`src/rtl/alu4b_pkg.sv`:
```
// Shared definitions for the 4-bit ALU issuer: opcode constants and the queued request format.
package alu4b_pkg;

  localparam logic [3:0] OP_ADD    = 4'b0000;
  localparam logic [3:0] OP_NOT_A  = 4'b0001;
  localparam logic [3:0] OP_NAND   = 4'b0010;
  localparam logic [3:0] OP_AND    = 4'b0011;
  localparam logic [3:0] OP_SUB_BA = 4'b0101;
  localparam logic [3:0] OP_SUB_AB = 4'b1001;
  localparam logic [3:0] OP_OR     = 4'b1110;

  typedef struct packed {
    logic [3:0] op;
    logic [3:0] a;
    logic [3:0] b;
    logic       use_acc;
  } alu4b_req_t;

endpackage

```
`src/rtl/alu4b_issue_if.sv`:
```
// Request and response valid/ready channels of the ALU issuer.
interface alu4b_issue_if;

  logic       req_valid;
  logic       req_ready;
  logic [3:0] req_op;
  logic [3:0] req_a;
  logic [3:0] req_b;
  logic       req_use_acc;

  logic       resp_valid;
  logic       resp_ready;
  logic [3:0] resp_out;
  logic       resp_negative;
  logic       resp_zero;

  modport master (
    output req_valid, req_op, req_a, req_b, req_use_acc, resp_ready,
    input  req_ready, resp_valid, resp_out, resp_negative, resp_zero
  );

  modport slave (
    input  req_valid, req_op, req_a, req_b, req_use_acc, resp_ready,
    output req_ready, resp_valid, resp_out, resp_negative, resp_zero
  );

endinterface

```
`src/rtl/alu4b_req_fifo.sv`:
```
// Small request queue with wrap-around pointers; the head entry is always visible on head.
module alu4b_req_fifo
  import alu4b_pkg::*;
#(
  parameter int DEPTH = 2
) (
  input  logic       clk,
  input  logic       rst,
  input  logic       push,
  input  logic       pop,
  input  alu4b_req_t din,
  output alu4b_req_t head,
  output logic [1:0] count
);

  alu4b_req_t mem [DEPTH];
  logic       wr_ptr;
  logic       rd_ptr;

  assign head = mem[rd_ptr];

  always_ff @(posedge clk or posedge rst) begin
    if (rst) begin
      wr_ptr <= 1'b0;
      rd_ptr <= 1'b0;
      count  <= 2'd0;
      for (int i = 0; i < DEPTH; i++) mem[i] <= '0;
    end else begin
      if (push) begin
        mem[wr_ptr] <= din;
        wr_ptr      <= ~wr_ptr;
      end
      if (pop) rd_ptr <= ~rd_ptr;
      case ({push, pop})
        2'b10:   count <= count + 2'd1;
        2'b01:   count <= count - 2'd1;
        default: count <= count;
      endcase
    end
  end

endmodule

```
`src/rtl/alu4b_issue.sv`:
```
// Issues queued requests to the combinational ALU one per cycle and registers results
// into the response channel; the accumulator lets dependent ops run back-to-back.
module alu4b_issue
  import alu4b_pkg::*;
#(
  parameter int DEPTH = 2
) (
  input  logic             clk,
  input  logic             rst,
  alu4b_issue_if.slave     bus,
  output logic [3:0]       alu_op,
  output logic [3:0]       alu_in1,
  output logic [3:0]       alu_in2,
  input  logic [3:0]       alu_out,
  input  logic             alu_negative,
  input  logic             alu_zero,
  output logic [3:0]       acc
);

  alu4b_req_t wr_req;
  alu4b_req_t head;
  logic [1:0] count;
  logic       empty;
  logic       full;
  logic       push;
  logic       pop;

  assign wr_req.op      = bus.req_op;
  assign wr_req.a       = bus.req_a;
  assign wr_req.b       = bus.req_b;
  assign wr_req.use_acc = bus.req_use_acc;

  // Ready comes from the registered count only, so a full queue refuses even when it pops.
  assign empty         = (count == 2'd0);
  assign full          = (count == 2'(DEPTH));
  assign bus.req_ready = !full;
  assign push          = bus.req_valid && !full;
  assign pop           = !empty && (!bus.resp_valid || bus.resp_ready);

  alu4b_req_fifo #(.DEPTH(DEPTH)) u_fifo (
    .clk   (clk),
    .rst   (rst),
    .push  (push),
    .pop   (pop),
    .din   (wr_req),
    .head  (head),
    .count (count)
  );

  always_comb begin
    alu_op  = 4'd0;
    alu_in1 = 4'd0;
    alu_in2 = 4'd0;
    if (!empty) begin
      alu_op  = head.op;
      alu_in1 = head.use_acc ? acc : head.a;
      alu_in2 = head.b;
    end
  end

  always_ff @(posedge clk or posedge rst) begin
    if (rst) begin
      bus.resp_valid    <= 1'b0;
      bus.resp_out      <= 4'd0;
      bus.resp_negative <= 1'b0;
      bus.resp_zero     <= 1'b0;
      acc               <= 4'd0;
    end else if (pop) begin
      bus.resp_valid    <= 1'b1;
      bus.resp_out      <= alu_out;
      bus.resp_negative <= alu_negative;
      bus.resp_zero     <= alu_zero;
      acc               <= alu_out;
    end else if (bus.resp_valid && bus.resp_ready) begin
      bus.resp_valid    <= 1'b0;
    end
  end

endmodule

```
`src/flat_wrapper.sv`:
```
// flat-port wrapper written by rule: the top's interface ports become plain ports
module alu4b_issue_flat import alu4b_pkg::*;
#(
  parameter int DEPTH = 2
)
  (clk, rst, alu_op, alu_in1, alu_in2, alu_out, alu_negative, alu_zero, acc, bus_req_valid, bus_req_op, bus_req_a, bus_req_b, bus_req_use_acc, bus_resp_ready, bus_req_ready, bus_resp_valid, bus_resp_out, bus_resp_negative, bus_resp_zero);
  alu4b_issue_if bus_i ();
  input  logic clk;
  input  logic rst;
  output logic [3:0] alu_op;
  output logic [3:0] alu_in1;
  output logic [3:0] alu_in2;
  input  logic [3:0] alu_out;
  input  logic alu_negative;
  input  logic alu_zero;
  output logic [3:0] acc;
  input wire logic [$bits(bus_i.req_valid)-1:0] bus_req_valid;
  input wire logic [$bits(bus_i.req_op)-1:0] bus_req_op;
  input wire logic [$bits(bus_i.req_a)-1:0] bus_req_a;
  input wire logic [$bits(bus_i.req_b)-1:0] bus_req_b;
  input wire logic [$bits(bus_i.req_use_acc)-1:0] bus_req_use_acc;
  input wire logic [$bits(bus_i.resp_ready)-1:0] bus_resp_ready;
  output wire logic [$bits(bus_i.req_ready)-1:0] bus_req_ready;
  output wire logic [$bits(bus_i.resp_valid)-1:0] bus_resp_valid;
  output wire logic [$bits(bus_i.resp_out)-1:0] bus_resp_out;
  output wire logic [$bits(bus_i.resp_negative)-1:0] bus_resp_negative;
  output wire logic [$bits(bus_i.resp_zero)-1:0] bus_resp_zero;
  assign bus_i.req_valid = bus_req_valid;
  assign bus_i.req_op = bus_req_op;
  assign bus_i.req_a = bus_req_a;
  assign bus_i.req_b = bus_req_b;
  assign bus_i.req_use_acc = bus_req_use_acc;
  assign bus_i.resp_ready = bus_resp_ready;
  assign bus_req_ready = bus_i.req_ready;
  assign bus_resp_valid = bus_i.resp_valid;
  assign bus_resp_out = bus_i.resp_out;
  assign bus_resp_negative = bus_i.resp_negative;
  assign bus_resp_zero = bus_i.resp_zero;
  alu4b_issue #(.DEPTH(DEPTH)) u_core (.clk(clk), .rst(rst), .bus(bus_i), .alu_op(alu_op), .alu_in1(alu_in1), .alu_in2(alu_in2), .alu_out(alu_out), .alu_negative(alu_negative), .alu_zero(alu_zero), .acc(acc));
endmodule
```
`config.mk`:
```
export PLATFORM = sky130hd
export DESIGN_NAME = alu4b_issue_flat
export DESIGN_NICKNAME = d
export VERILOG_FILES = /design/src/rtl/alu4b_pkg.sv /design/src/rtl/alu4b_issue_if.sv /design/src/rtl/alu4b_req_fifo.sv /design/src/rtl/alu4b_issue.sv /design/src/flat_wrapper.sv
export SDC_FILE = /design/constraint.sdc
export NUM_CORES = 1
export LEC_CHECK = 0
export ABC_AREA = 1
export CORE_UTILIZATION = 52
export CTS_CLUSTER_SIZE = 16
export DETAILED_ROUTE_END_ITERATION = 8
export PLACE_DENSITY = 0.83
export SYNTH_ARGS = -nofsm -noshare
export SYNTH_HDL_FRONTEND = slang
export SYNTH_SLANG_ARGS = --single-unit
export TNS_END_PERCENT = 10
```
`constraint.sdc`:
```
create_clock -name clk -period 2.5 [get_ports clk]
set_input_delay 0.5 -clock clk [delete_from_list [all_inputs] [get_ports clk]]
set_output_delay 0.5 -clock clk [all_outputs]
set_load 0.005 [all_outputs]
```
# After elaboration in Yosys (flattened, before gate mapping)
# Index checks and enable logic that the tools add are counted.
# totals
regBits	37
in_bits	23
wordCells	51
# op_classes
n_addsub	2
magnitude_cmp	3
n_eq_ne	3
n_mux	13
n_bitwise	4
n_reduce_logical	11
# ops
operator	count
$mux W13	4
$bwmux W26	1
$mux W4	4
$demux W13 S1	1
$eq A2 B2 Y1 const B	2
$ge A2 B2 Y1 const B	2
$logic_and A1 B1 Y1	4
$not A1 Y2	2
$pmux W2 S2	1
$reduce_bool A2 Y1	2
$logic_not A1 Y1	3
$add A2 B1 Y2 const B	1
$eq A2 B1 Y1 const B	1
$logic_not A2 Y1	1
$lt A2 B1 Y1 const B	1
$mux W1	2
$not A1 Y1	2
$sub A2 B1 Y2 const B	1
$logic_or A1 B1 Y1	1

# Longest topological paths before layout
# logic_depth
word_depth	6
mapped_depth	10
mapped_depth_nobuf	10

# By module
# A second synthesis with hierarchy kept.
# unflattened
cells_unflattened	232
area_unflattened_um2	1855.5
# by_module_without_submodules
mod	instances	cells_each	area_per_inst_um2
alu4b_req_fifo	1	161	1390.1
alu4b_issue	1	71	465.4

# Worst setup path before layout
# Ideal clock, no wire load.
# synth_timing
path_kind	input-to-reg
from	input bus_resp_ready
to	register u_core.u_fifo.count[1]
setup_ns	0.117
t_arrival_ns	1.327
required_ns	2.383
slack_ns	1.056
path_stages	9
path_cell_list	inv_1 -> nand2_1 -> nand2_4 -> inv_2 -> ha_1 -> inv_1 -> nand3_1 -> nand2_1 -> nand2_1
# synth_between
elab_chain_cells	4
# synth_lines
element	line_no	source
start, declared	flat_wrapper.sv:22	input wire logic [$bits(bus_i.resp_ready)-1:0] bus_resp_ready;
$logic_or A1 B1 Y1 *	alu4b_issue.sv:38	assign pop = !empty && (!bus.resp_valid || bus.resp_ready);
$logic_and A1 B1 Y1 *	alu4b_issue.sv:38	
named net u_core.pop	alu4b_issue.sv:26	logic pop;
$eq A2 B1 Y1 / $eq A2 B2 Y1 (equally long branches)	alu4b_req_fifo.sv:34	case ({push, pop})
$pmux W2 S2 / $reduce_bool A2 Y1 (equally long branches)	--	
end signal, assigned	alu4b_req_fifo.sv:35	2'b10: count <= count + 2'd1;
end signal, assigned	alu4b_req_fifo.sv:36	2'b01: count <= count - 2'd1;
end signal, assigned	alu4b_req_fifo.sv:37	default: count <= count;
end, declared	alu4b_req_fifo.sv:13	output logic [1:0] count
# Mark *: on every way through the listed nets, which the timed path passes. The rest lies on a longest branch.
# A chain may end at the register's enable or synchronous reset.

# Worst setup path in the final report
# layout_timing
from	register u_core.u_fifo.rd_ptr
to	output alu_in1[2]
# layout_between
elab_chain_cells	6
# layout_lines
element	line_no	source
start, declared	alu4b_req_fifo.sv:18	logic rd_ptr;
start signal, assigned	alu4b_req_fifo.sv:33	if (pop) rd_ptr <= ~rd_ptr;
$not A1 Y2 (not written as such)	alu4b_req_fifo.sv:20	assign head = mem[rd_ptr];
$mux W13 (not written as such) (3 in series)	alu4b_req_fifo.sv:20	
$mux W4	alu4b_issue.sv:56	alu_in1 = head.use_acc ? acc : head.a;
$mux W4	alu4b_issue.sv:54	if (!empty) begin
end, declared	flat_wrapper.sv:11	output logic [3:0] alu_in1;
# No other way between the ends. The select of a mux whose other input is x is not followed.

==> impl_metrics.py <==
metrics = {
    "power": {
        "p_total_mw": 3.129,
        "power_report.internal_total_mw": 1.864,
        "clockPowerShare_pct": 12.6,
        "ir_worst_vdd_mv": 0.6595,
        "power_frac_seq_pct": 35.6,
        "pwr-share-comb_pct": 51.8,
        "p_leak_nw": 1.227,
        "power.density_mw_per_mm2": 1308,
        "switchingPower_mw": 1.266,
        "p_sw_share_pct": 40.45,
    },
    "cts": {
        "post_cts_resized": 0,
        "htreeDepth": 2,
        "path_clk_slew_ns": 0.10,
        "cts_tree": "done",
        "clockBufferDepth": 2,
        "postCtsHoldBufs": 0,
        "cts_root_buf": "clkbuf_4",
        "cts_sinks": 37,
        "worst_skew_pair.late_latency_ns": 0.35,
        "cts_buffers": 5,
        "cts_setup_buffers": 0,
    },
    "routing": {
        "route.top_layer_used": "met4",
        "m1WireLength_mm": 1.820,
        "first_pass_iters": 5,
        "wl_per_cell_um": 12.52,
        "drc_errors": 0,
        "wl_met2_mm": 2.056,
        "ant_nets": 0,
        "routed_via_density": 5.210,
        "wl_mm": 4.106,
        "wl_met3_um": 185,
        "first_iter_violations": 82,
        "vias": 1709,
    },
    "floorplan": {
        "die_area_mm2": 0.003871,
        "core_area_mm2": 0.003416,
        "chipWidth_um": 62.22,
        "die_h_um": 62.22,
        "rows": 21,
        "initial_utilization_pct": 55.20,
        "pin_count": 47,
    },
    "timing": {
        "maxSlewHeadroom_pct": 57.24,
        "clock.fmax_mhz": 430.8,
        "rsz0062_at_grt": "no",
        "fin_crit_sh_pct": 92.85,
        "maxSlewViolCount": 0,
        "skew_ns": 0.01402,
        "tightest_slew_ns": 0.6414,
        "fin_setup_tns_ns": 0,
        "setup_viol": 0,
        "fin_crit_ns": 2.321,
        "fin_ws_ns": 0.1788,
        "hold_viol": 0,
    },
    "critical_path": {
        "reg2regPathDepth": 4,
        "crit_fanout": 14,
        "cp-end-kind": "output port",
        "r2r_slack_ns": 0.88,
        "rr_startpoint": "u_core.u_fifo.wr_ptr",
        "r2r-end": "u_core.u_fifo.mem[25]",
        "cp-start-kind": "register",
        "path_class": "reg -> out",
        "arrival_ns": 1.82,
        "worst_ep_required_time_ns": 2.00,
    },
    "min_path": {
        "min_to": "u_core.u_fifo.mem[8]",
        "hp-start": "u_core.u_fifo.mem[8]",
        "hp-class": "reg -> reg",
        "holdPathStages": 2,
    },
    "placement": {
        "dp_hpwl_mm": 2.873,
        "post-place-ws_ns": 0.5339,
        "place_congestion": 0.7263,
        "io_buffers": 46,
    },
    "layout": {
        "final_core_util_pct": 70.04,
        "final_common_cell": "nand2_1",
        "drive_above_1_share_pct": 7.801,
        "area_delta_synth_final_pct": 26.87,
        "n_antenna_cell": 0,
        "nNetsFinal": 306,
        "mostFrequentLayoutCells": "116 x nand2_1, 46 x clkdlybuf4s50_1, 37 x dfrtp_1",
    },
    "synthesis": {
        "synth_cell_types": 16,
        "avgSynthCellArea_um2": 7.792,
        "ys_ff_latch": 37,
        "yosys_warnings": 0,
        "ys_seq_area_share_pct": 49.10,
        "synthesis.nets": 266,
        "syn_area_mm2": 0.001886,
        "synthCells": 242,
    },
    "grt": {
        "grt_pass1_wl_mm": 6.948,
        "overflow": 0,
        "grt_max_degree": 38,
        "track_usage_pct": 22.97,
        "grt_pass1_vias": 1551,
        "antenna_found_initial": 0,
    },
    "outcome": {
        "status": "complete, no violations",
    },
    "run": {
        "maxCapViolations": 0,
    },
}
[power groups by stage]
stage	clock (mW)	sequential (mW)	combinational [mW]
after floorplan	0	1.05	1.06
after global placement	0	1.10	1.59
after detailed placement	0	1.12	1.63
after CTS	0.401	1.10	1.63
after global routing	0.429	1.14	1.82
final	0.395	1.11	1.62
[kinds of logic (layout without fill, tap and decap cells)]
family | Yosys count | after routing | synth area share, %
compound gates | 8 | 8 | 2.124
simple gates | 161 | 161 | 37.82
fa+ha+maj | 1 | 1 | 0.6635
buf+inv | 33 | 73 | 9.356
flops | 37 | 37 | 49.10
xor+xnor | 2 | 2 | 0.9292
[synthesized netlist by cell type]
cell	count	area share (%)
buf_4	5	2.0
xnor2_1	1	0.46
nand2_4	3	1.8
nand3_1	5	1.3
nor2_1	8	1.6
nand2_1	116	23
a21oi_1	8	2.1
buf_2	9	2.4
nand4_1	27	9.0
xor2_1	1	0.46
dfrtp_1	37	49
inv_2	6	1.2
buf_6	3	1.8
inv_1	10	2.0
nand3_2	2	1.1
ha_1	1	0.66
[registers in the layout (all words and copies together) (netlist names)]
signal,flops
u_core.u_fifo.mem,26
u_core.bus.resp_out,4
u_core.u_fifo.count,2
u_core.bus.resp_negative,1
u_core.bus.resp_valid,1
u_core.bus.resp_zero,1
u_core.u_fifo.rd_ptr,1
u_core.u_fifo.wr_ptr,1
[area by class of cell]
type                       count  area [um^2]
fill                         282         1023
tap                           46        57.56
timing repair buffer          50        490.5
sequential                    37        925.9
clock inverter                 2        35.03
multi-input combinational    172        783.3
inverter                      16        62.56
clock buffer                   5        37.54
[per-layer routing]
metal  GRT usage, %  up-vias
met2          37.23       50
met5              0        -
met1          30.22      805
li1               -      850
met4          7.849        0
met3          5.515        4
[metrics by stage]
step                hold slack [ns]  instance area (um^2)  cells
finish                       0.4818                  2392    328
floorplan                    0.4417                  1886    242
detailed placement           0.4583                  2317    321
CTS                          0.4837                  2390    328
global route                 0.5081                  2392    328
global placement             0.4535                  2317    321
[critical path, cell delays in order (launching register included)]
cell and delay (ns):
dfrtp_1 0.41, buf_4 0.23, nand2_1 0.12, nand3_1 0.10, nand2_1 0.05, nor2_1 0.08, clkdlybuf4s50_1 0.50
[worst max path at each step]
stage                         startpoint                      to  slack, ns  cells past startpoint
finish              u_core.u_fifo.rd_ptr              alu_in1[2]       0.18                      6
detailed placement  u_core.u_fifo.rd_ptr              alu_in1[2]       0.53                      6
floorplan                 bus_resp_ready  u_core.u_fifo.count[1]       1.06                      9
CTS                 u_core.u_fifo.rd_ptr              alu_in1[2]       0.14                      6
global placement    u_core.u_fifo.rd_ptr              alu_in1[1]       0.55                      6
global route        u_core.u_fifo.rd_ptr              alu_in1[1]       0.03                      6
Note: power is estimated with default switching activity, not from simulation.
